==> src/rtl/pipe_ctrl.sv <==
`default_nettype none
// ============================================================================
// Module      : pipe_ctrl
// Description : Pipeline hazard and sequencing controller for a five-stage
//               F/D/E/M/W pipeline. It resolves load-use hazards, branch
//               mispredicts, multi-cycle MUL/DIV occupancy of E, exceptions
//               and halt. Stall and bubble controls are combinational from
//               the state, the MDU down-counter and the inputs.
// Ports       : clk_i, rst_i (async, active-high)
//               d_srcA_i, d_srcB_i   decode source registers
//               E_dstM_i             load destination of the E instruction
//               E_is_load_i, E_mdu_i E instruction class
//               e_mispred_i          branch in E mispredicted
//               m_err_i, W_halt_i    exception in M / halt in W
//               *_stall_o            hold stage register
//               *_bubble_o           load NOP into stage register
//               W_stall_o            block writeback
//               mdu_busy_o, mdu_done_o, halted_o  status
// Revision    : 1.0 - initial release
// ============================================================================
module pipe_ctrl #(
    parameter int REG_WIDTH = 5,
    parameter int MDU_LAT   = 4,
    parameter int RNONE     = 0
) (
    input  logic                 clk_i,
    input  logic                 rst_i,
    input  logic [REG_WIDTH-1:0] d_srcA_i,
    input  logic [REG_WIDTH-1:0] d_srcB_i,
    input  logic [REG_WIDTH-1:0] E_dstM_i,
    input  logic                 E_is_load_i,
    input  logic                 E_mdu_i,
    input  logic                 e_mispred_i,
    input  logic                 m_err_i,
    input  logic                 W_halt_i,
    output logic                 F_stall_o,
    output logic                 D_stall_o,
    output logic                 E_stall_o,
    output logic                 D_bubble_o,
    output logic                 E_bubble_o,
    output logic                 M_bubble_o,
    output logic                 W_stall_o,
    output logic                 mdu_busy_o,
    output logic                 mdu_done_o,
    output logic                 halted_o
);

    localparam int c_CNT_W = $clog2(MDU_LAT) + 1;

    localparam logic [1:0] c_ST_RUN      = 2'd0;
    localparam logic [1:0] c_ST_MDU_WAIT = 2'd1;
    localparam logic [1:0] c_ST_HALT     = 2'd2;

    localparam logic [REG_WIDTH-1:0] c_RNONE   = REG_WIDTH'(RNONE);
    // The RUN entry cycle counts as the first occupancy cycle and the
    // cnt==0 cycle as the last, so the counter starts two below MDU_LAT.
    localparam logic [c_CNT_W-1:0]   c_CNT_INIT = c_CNT_W'(MDU_LAT - 2);

    logic [1:0]         r_state;
    logic [1:0]         w_next_state;
    logic [c_CNT_W-1:0] r_cnt;
    logic [c_CNT_W-1:0] w_next_cnt;

    logic w_load_use;
    logic w_exc;

    logic w_f_stall, w_d_stall, w_e_stall;
    logic w_d_bubble, w_e_bubble, w_m_bubble;
    logic w_w_stall, w_busy, w_done, w_halted;

    assign w_load_use = E_is_load_i && (E_dstM_i != c_RNONE) &&
                        ((E_dstM_i == d_srcA_i) || (E_dstM_i == d_srcB_i));
    assign w_exc      = m_err_i || W_halt_i;

    always_ff @(posedge clk_i or posedge rst_i) begin
        if (rst_i) begin
            r_state <= c_ST_RUN;
            r_cnt   <= '0;
        end else begin
            r_state <= w_next_state;
            r_cnt   <= w_next_cnt;
        end
    end

    always_comb begin
        w_next_state = r_state;
        w_next_cnt   = r_cnt;
        w_f_stall    = 1'b0;
        w_d_stall    = 1'b0;
        w_e_stall    = 1'b0;
        w_d_bubble   = 1'b0;
        w_e_bubble   = 1'b0;
        w_m_bubble   = 1'b0;
        w_w_stall    = 1'b0;
        w_busy       = 1'b0;
        w_done       = 1'b0;
        w_halted     = 1'b0;

        case (r_state)
            c_ST_RUN: begin
                if (w_exc) begin
                    w_m_bubble   = 1'b1;
                    w_w_stall    = W_halt_i;
                    w_next_state = c_ST_HALT;
                end else if (e_mispred_i) begin
                    w_d_bubble = 1'b1;
                    w_e_bubble = 1'b1;
                end else if (E_mdu_i) begin
                    w_f_stall    = 1'b1;
                    w_d_stall    = 1'b1;
                    w_e_stall    = 1'b1;
                    w_m_bubble   = 1'b1;
                    w_next_state = c_ST_MDU_WAIT;
                    w_next_cnt   = c_CNT_INIT;
                end else if (w_load_use) begin
                    w_f_stall  = 1'b1;
                    w_d_stall  = 1'b1;
                    w_e_bubble = 1'b1;
                end
            end

            c_ST_MDU_WAIT: begin
                // Mispredict, new MDU and load-use are deliberately ignored
                // here: the front end is frozen behind the MDU op anyway.
                w_f_stall = 1'b1;
                w_d_stall = 1'b1;
                w_busy    = 1'b1;
                if (w_exc) begin
                    // The MDU result is abandoned, so no done pulse.
                    w_e_stall    = 1'b1;
                    w_m_bubble   = 1'b1;
                    w_w_stall    = W_halt_i;
                    w_next_state = c_ST_HALT;
                    w_next_cnt   = '0;
                end else if (r_cnt == '0) begin
                    // Last cycle: release E so the result advances to M.
                    w_done       = 1'b1;
                    w_next_state = c_ST_RUN;
                end else begin
                    w_e_stall  = 1'b1;
                    w_m_bubble = 1'b1;
                    w_next_cnt = r_cnt - 1'b1;
                end
            end

            c_ST_HALT: begin
                w_f_stall  = 1'b1;
                w_d_stall  = 1'b1;
                w_e_stall  = 1'b1;
                w_m_bubble = 1'b1;
                w_w_stall  = 1'b1;
                w_halted   = 1'b1;
            end

            default: begin
                w_next_state = c_ST_RUN;
                w_next_cnt   = '0;
            end
        endcase
    end

    // Reset forces every output low even though RUN rules would otherwise
    // react to whatever the pipeline presents on the inputs.
    assign F_stall_o  = w_f_stall  & ~rst_i;
    assign D_stall_o  = w_d_stall  & ~rst_i;
    assign E_stall_o  = w_e_stall  & ~rst_i;
    assign D_bubble_o = w_d_bubble & ~rst_i;
    assign E_bubble_o = w_e_bubble & ~rst_i;
    assign M_bubble_o = w_m_bubble & ~rst_i;
    assign W_stall_o  = w_w_stall  & ~rst_i;
    assign mdu_busy_o = w_busy     & ~rst_i;
    assign mdu_done_o = w_done     & ~rst_i;
    assign halted_o   = w_halted   & ~rst_i;

endmodule
`default_nettype wire

==> config.mk <==
export PLATFORM = sky130hd
export DESIGN_NAME = pipe_ctrl
export DESIGN_NICKNAME = d
export VERILOG_FILES = /design/src/rtl/pipe_ctrl.sv
export SDC_FILE = /design/constraint.sdc
export NUM_CORES = 1
export LEC_CHECK = 0
export CAP_MARGIN = 15
export CORE_MARGIN = 4
export CORE_UTILIZATION = 32
export DETAILED_ROUTE_END_ITERATION = 7
export GPL_TIMING_DRIVEN = 0
export PLACE_DENSITY = 0.63
export SLEW_MARGIN = 20
export SYNTH_ARGS = -nofsm -noshare
export SYNTH_HDL_FRONTEND = slang
export SYNTH_SLANG_ARGS = --single-unit
==> constraint.sdc <==
create_clock -name clk_i -period 2.3 [get_ports clk_i]
set_clock_uncertainty 0.15 [all_clocks]
set_input_delay 0.345 -clock clk_i [delete_from_list [all_inputs] [get_ports clk_i]]
set_output_delay 0.345 -clock clk_i [all_outputs]
set_load 0.005 [all_outputs]
; Yosys cells after proc, flatten, opt, wreduce, memory -nomap -nowiden
; Index checks and enable logic that the tools add are counted.
[classes]
addsub = 1
n_mux = 39
reduce_logical = 11
n_eq_ne = 11
n_bitwise = 11
[ops]
columns = op, count
row1 = 2-to-1 mux 1 bit, 23
row2 = 2-to-1 mux 3 bit, 5
row3 = "inequality test 3 bit, second input constant", 4
row4 = == test 5 bit, 2
row5 = 2-to-1 mux 2 bit, 5
row6 = AND 1 bit, 9
row7 = case mux 3 bit (3 select lines), 1
row8 = "inequality test 2 bit, second input constant", 3
row9 = case mux 1 bit (3 select lines), 2
row10 = case mux 2 bit (3 select lines), 1
row11 = AND reduction 5 bit, 1
row12 = nonzero test 5 bit, 1
row13 = case mux 1 bit (2 select lines), 2
row14 = AND reduction 4 bit, 1
row15 = OR reduction 2 bit, 2
row16 = logical NOT 3 bit, 1
row17 = "subtractor 3 x 1 -> 3 bit, second input constant", 1
row18 = "== test 2 x 1 -> 1 bit, second input constant", 1
row19 = "== test 2 bit, second input constant", 1
row20 = logical AND 1 bit, 2
row21 = logical NOT 2 bit, 1
row22 = logical OR 1 bit, 2
row23 = NOT 1 bit, 2
[totals]
regBits = 5
elab_cells = 75

; Logic depth before layout (Yosys ltp)
; Gate-level depths: netlist (run 1).
[logic_depth]
ltp_word = 9
depth_mapped = 7
mapped_depth_nobuf = 6

; Worst setup path before layout (run 1)
; No wires, ideal clock.
[synth_timing]
path_type = flip-flop to output port
startpoint = reg r_state[1]
endpoint = out F_stall_o
path_slack_ps = 250
path_buffers = 1
t_arrival_ps = 1555
stages_incl_launch_ff = 7
t_required_ps = 1805
path_cell_list = dfrtp_1 > inv_1 > ha_1 > nor4b_1 > nand3_1 > o21ai_0 > buf_4
[synth_via]
elab_chain_cells = 4
[synth_rtl]
columns = element, line_no
row1 = "start, declared", 59  ; logic [1:0] r_state;
row2 = "start signal, assigned", 77  ; r_state <= c_ST_RUN;
row3 = "start signal, assigned", 80  ; r_state <= w_next_state;
row4 = == test 2 x 1 -> 1 bit / == test 2 bit (equally long branches), -
row5 = OR reduction 2 bit (no source line), -
row6 = case mux 1 bit (2 select lines) *, -
row7 = AND 1 bit *, -
row8 = "end, declared", 36  ; output logic F_stall_o,
; Mark *: on every way between the ends. The rest lies on a longest branch, timed or not.

; Final worst setup path (run 1)
[layout_timing]
startpoint = reg r_state[1]
endpoint = out D_bubble_o
[layout_via]
elab_chain_cells = 3
[layout_rtl]
columns = element, line_no
row1 = logical NOT 2 bit, 99  ; case (r_state)
row2 = 2-to-1 mux 1 bit, 99
row3 = AND 1 bit, 167  ; assign D_bubble_o = w_d_bubble & ~rst_i;
row4 = "end, declared", 39  ; output logic D_bubble_o,
; No other way between the ends.

==> run metrics, run 1 <==
slowest library cell on the worst path clkdlybuf4s50_1; Rel. slew slack 75.4%; Yosys cell types 35; CTS Hold Bufs 0; drt wl/cell 12.9 µm; n_diodes 0; Max FO, Critical Path 5; Net Sw Frac 39.6%; Final Core Density 57.7%; CTS clk-pin slew, worst paths 0.04 ns; share of the synthesized area in the top cell type 19.3%; post-synthesis adder-cell area fraction 11.6%; Psw 0.000366 W; Root Driver clkbuf_4; Mapped Avg Cell Area 8.29 µm²; Peak Freq 454 MHz; setup_tns 0 ns; Seq/Total Area, Yosys 19.3%; combinational share of power 74.8%; Final Wtd Congestion 0.773; critical path capture point type output pin; Yosys Warn Count 0; layout cells sized above 1 29.8%; commonest non-fill, non-tap cells in the layout clkdlybuf4s50_1, xor2_1, buf_4, dlygate4sd2_1; clk_lat worst skew 0.23 ns; largest net degree at the start of global routing 9; Clk pwr share 10.4%; CP required 1.80 ns; Die Y 53.0 µm; DR vias/cell 4.85; Gate Count Post-Synth 78; final period utilization 95.7%; reg2reg path depth 6; io pins 32; Syn Nets 106; Starting Density 33.3%; Final Power 0.000923 W; RSZ-0062 raised after global routing false; fraction of the mapped netlist area in simple logic gates 26.5%; Pint 0.000557 W; Setup Crit Path Kind register to output pin; leak pwr 0.497 nW; TritonCTS Buffers 3; largest area contributor in the netlist dfrtp_1; min Tclk post-route 2.20 ns; leading cell type in the layout, fill and taps excluded clkdlybuf4s50_1; Hold WC Path Type primary input to async pin; GRT overflow 0; H-tree lvl count 1; pwr dens 824 nW/µm²; critical path, cell by cell inv_2, ha_4, nand2_2, nor3b_2, clkdlybuf4s50_1; sequential share of power 14.8%; register bit total from synthesis 5; deepest clock path buffer count 2; CP startpoint kind register; Crit Reg-Reg Endpoint r_cnt[0]$_DFFE_PP0P_; CP arrival 1.71 ns; via count 718; post-synthesis compound-gate area fraction 22.8%; peak supply drop 671 µV; crit path from r_state[1]$_DFFE_PP0P_; CTS tree done; vias in the first global route 722; synth top area cells dfrtp_1, xor2_1, ha_1; XOR/XNOR Fraction of Synth Area 13.5%; standard-cell row count 16; Die X 53.0 µm; DR DRC count 0; Tot GR Track Use 15.0%; Max stage delay on crit path 0.54 ns; Core Region 1940 µm²; RR Startpoint r_state[0]$_DFFE_PP0P_; post-synthesis mux area share 1.55%; port bufs 31; largest family of logic cells by synthesized area simple AND/OR/NAND/NOR gates; drt first pass iters 1; fin nets 150; Total Die Area 2800 µm²; Area after DPL 991 µm²; max_cap viols 0; final count of pins violating max slew 0; Hold WS 0.159 ns; Worst Tran Pin Value 0.370 ns; # setup viols final 0; final hold viol count 0; first-pass GRT wire length 3120 µm; hpwl dp 1470 µm; Routed Antenna Nets 0; Mapped Area 647 µm²; Finished Cell Area 1120 µm²; DRT Wirelength 1900 µm; reg2reg setup slack 0.56 ns; outcome complete, no violations; Clock Sinks 5; initial antenna violation count 0; initial drt markers 0; Area Overhead vs Synth 73.1%
synth_stat cells:
cell and number:
xor2_1 10, nand3_1 2, o21a_1 1, nor2b_1 3
ha_1 6, a21boi_0 2, o31ai_1 1, o32a_1 1
and2b_2 1, nor3_1 3, o21bai_1 3, or4b_1 1
inv_2 1, o2bb2ai_1 1, inv_1 5, nor4b_2 1
nor2_1 6, a31oi_1 2, nand2_2 2, mux2i_1 1
nor3b_1 1, and3_1 1, o22ai_1 1, a21oi_1 5
dfrtp_1 5, a32o_1 1, nand2b_1 1, or4_1 2
o21ai_1 1, nor2_4 1, buf_4 1, a22oi_1 1
nor4b_1 1, o21ai_0 2, nand2_1 1
kinds of logic (layout without fill, tap and decap cells):
kind of cell,Yosys count,after routing
AOI/OAI and AO/OA,22,22
buffers and inverters,7,50
muxes,1,1
DFF,5,5
and+or+nand+nor,27,27
adders and majority gates,6,6
xor gates and xnor gates,10,10
sequential cells by signal, indices dropped and copies added, names as in the netlist:
name     flops
r_cnt        3
r_state      2
per-layer routing:
metal | routed length (µm) | vias up | global-route usage (%)
li1 | - | 368 | -
met1 | 881 | 337 | 18.3
met2 | 954 | 11 | 26.0
met3 | 59 | 2 | 1.13
met4 | 8 | 0 | 7.66
met5 | 0 | - | 0
worst max-delay path, delay by kind of cell (launching register included):
family	cells	cell delay (ns)
adder cells (fa/ha/maj)	1	0.17
buffers and inverters	2	0.64
flip-flops	1	0.39
AND/OR/NAND/NOR	2	0.28
worst max-delay path by stage:
stage	depth (start not counted)	to	slack [ns]
3_3_place_gp	6	E_bubble_o	-0.56
3_5_place_dp	6	E_bubble_o	-0.56
5_1_grt	5	D_bubble_o	0.004
2_1_floorplan	6	F_stall_o	0.25
6_report	5	D_bubble_o	0.1
4_1_cts	7	F_stall_o	-0.004
final cells by class:
cell class	instances	area (µm²)
Clock buffer	4	26.3
Inverter	6	22.5
Buffer	1	7.51
Sequential cell	5	125
Tap cell	27	33.8
Fill cell	189	822
Timing Repair Buffer	39	350
Multi-Input combinational cell	66	554
repair_timing:
action / 4_1_cts / 5_1_grt
pin swaps: 4 / 4
setup endpoints to repair: 7 / 7
resized for setup: 34 / 12
setup buffers: 5 / 3
metrics by stage:
step | setup slack, ns | std cells
2_1_floorplan | 0.250 | 78
3_3_place_gp | -0.562 | 136
3_5_place_dp | -0.557 | 136
4_1_cts | -0.00425 | 145
5_1_grt | 0.00362 | 148
6_report | 0.0997 | 148
power groups by stage:
| stage | Combinational [W] | Sequential (W) | Clock [W] |
|---|---|---|---|
| CTS | 0.000634 | 0.000136 | 0.000103 |
| finish | 0.000691 | 0.000136 | 0.0000960 |
| floorplan | 0.000337 | 0.000137 | 0 |
| global placement | 0.000548 | 0.000140 | 0 |
| global route | 0.000760 | 0.000141 | 0.000110 |
| detailed placement | 0.000552 | 0.000142 | 0 |
No activity file was read; power rests on OpenSTA's default activity.
==> inputs of run 2 (changes only) <==
--- a/config.mk
+++ b/config.mk
@@ -6,7 +6,7 @@
 export NUM_CORES = 1
 export LEC_CHECK = 0
 export CAP_MARGIN = 15
-export CORE_MARGIN = 4
+export CORE_MARGIN = 10
 export CORE_UTILIZATION = 32
 export DETAILED_ROUTE_END_ITERATION = 7
 export GPL_TIMING_DRIVEN = 0
==> constraint.sdc (replaced) <==
create_clock -name clk_i -period 2.5 [get_ports clk_i]
set_clock_uncertainty 0.15 [all_clocks]
set_input_delay 0.375 -clock clk_i [delete_from_list [all_inputs] [get_ports clk_i]]
set_output_delay 0.375 -clock clk_i [all_outputs]
set_load 0.005 [all_outputs]
==> run metrics, run 2 (synthesized netlist as in run 1, its figures left out) <==
outcome complete, no violations; setup ws final 0.136 ns; min Tclk post-route 2.36 ns; final hold viol count 0; first-pass GRT wire length 3460 µm; leak pwr 0.532 nW; DRT Wirelength 2080 µm; Hold WC Path Type primary input to async pin; Largest register FFs 3; deepest clock path buffer count 2; Final Core Density 57.5%; CTS tree done; port bufs 31; drt wl/cell 14.1 µm; Max FO, Critical Path 3; Setup Crit Path Kind primary input to output pin; clk_lat worst skew 0.23 ns; CP Buf/Inv Count 2; leading cell type in the layout, fill and taps excluded clkdlybuf4s50_1; final count of pins violating max slew 0; post-place setup slack -0.415 ns; hpwl dp 1680 µm; vias in the first global route 691; max_cap viols 0; Die Y 65.0 µm; reg2reg setup slack 0.72 ns; final period utilization 94.6%; initial drt markers 4; Final Wtd Congestion 0.769; Worst Tran Pin Value 0.388 ns; Crit Reg-Reg Endpoint r_cnt[0]$_DFFE_PP0P_; critical path capture point type output pin; CP top delay family simple AND/OR/NAND/NOR gates; Final Power 0.000859 W; peak supply drop 522 µV; Rel. slew slack 74.1%; CP arrival 1.84 ns; H-tree lvl count 1; RSZ-0062 raised after global routing false; commonest non-fill, non-tap cells in the layout clkdlybuf4s50_1, xor2_1, buf_4, dlygate4sd2_1; CTS Hold Bufs 0; CP startpoint kind primary input; CP dominant cell by count dlygate4sd2_1; Max stage delay on crit path 0.54 ns; DR vias/cell 4.82; RR Startpoint r_state[1]$_DFFE_PP0P_; io pins 32; # setup viols final 0; DR DRC count 0; Die X 65.0 µm; Root Driver clkbuf_4; CTS clk-pin slew, worst paths 0.04 ns; via count 708; CP required 1.98 ns; Tot GR Track Use 9.92%; Peak Freq 423 MHz; Routed Antenna Nets 0; Core Region 1940 µm²; GRT overflow 0; Area after DPL 991 µm²; critical path, cell by cell dlygate4sd2_1, or4_1, o21a_1, nand3_1, o21ai_1, dlygate4sd2_1; TritonCTS Buffers 3; pwr dens 769 nW/µm²; Area Overhead vs Synth 72.7%; reg2reg path depth 6; initial antenna violation count 0; standard-cell row count 16; Total Die Area 4220 µm²; n_diodes 0; Most flops, register r_cnt; Clock Sinks 5; fin nets 149; Finished Cell Area 1120 µm²; largest registers r_cnt x3, r_state x2; layout cells sized above 1 22.5%; largest net degree at the start of global routing 9; drt first pass iters 4; Starting Density 33.3%; slowest library cell on the worst path or4_1
run 2: layout make-up:
cell class / count / area, µm²
Fill cell: 185 / 825
Tap cell: 27 / 33.8
Inverter: 6 / 22.5
Clock buffer: 4 / 26.3
Sequential cell: 5 / 125
Multi-Input combinational cell: 66 / 542
Timing Repair Buffer: 38 / 360
Buffer: 1 / 7.51
run 2: how the worst max path moves through the flow:
stage / startpoint / to / slack, ns / cells after the start
4_1_cts: E_dstM_i[1] / F_stall_o / -0.17 / 7
2_1_floorplan: r_state[1]$_DFFE_PP0P_ / F_stall_o / 0.42 / 6
3_3_place_gp: W_halt_i / E_bubble_o / -0.42 / 6
5_1_grt: r_state[1]$_DFFE_PP0P_ / D_bubble_o / 0.01 / 6
6_report: E_dstM_i[1] / D_stall_o / 0.14 / 6
3_5_place_dp: E_dstM_i[1] / F_stall_o / -0.41 / 7
run 2: what timing repair did:
| action | in CTS | in global routing |
|---|---|---|
| cloned | 0 | 0 |
| endpoints found under the setup margin | 7 | 6 |
| gates resized for setup | 19 | 11 |
| pin swaps | 1 | 3 |
| setup buffers | 0 | 7 |
run 2: report_power, final:
group | switching, W | internal, W | leakage (nW)
Sequential | 0.0000196 | 0.000108 | 0.0654
Combinational | 0.000292 | 0.000351 | 0.452
Clock | 0.0000289 | 0.0000601 | 0.0150
Total | 0.000340 | 0.000519 | 0.532
run 2: layer usage:
| metal | track usage [%] | vias to the layer above | routed length, µm |
|---|---|---|---|
| li1 | - | 367 | - |
| met1 | 12.7 | 328 | 929 |
| met2 | 16.3 | 11 | 1050 |
| met3 | 1.89 | 2 | 92 |
| met4 | 3.21 | 0 | 6 |
| met5 | 0 | - | 0 |
run 2: metrics by stage:
stage	hold slack, ns	setup TNS, ns	cells
2_1_floorplan	0.00352	0	78
3_3_place_gp	0.343	-1.32	136
3_5_place_dp	0.346	-1.31	136
4_1_cts	0.355	-0.172	140
5_1_grt	0.102	0	147
6_report	0.0807	0	147
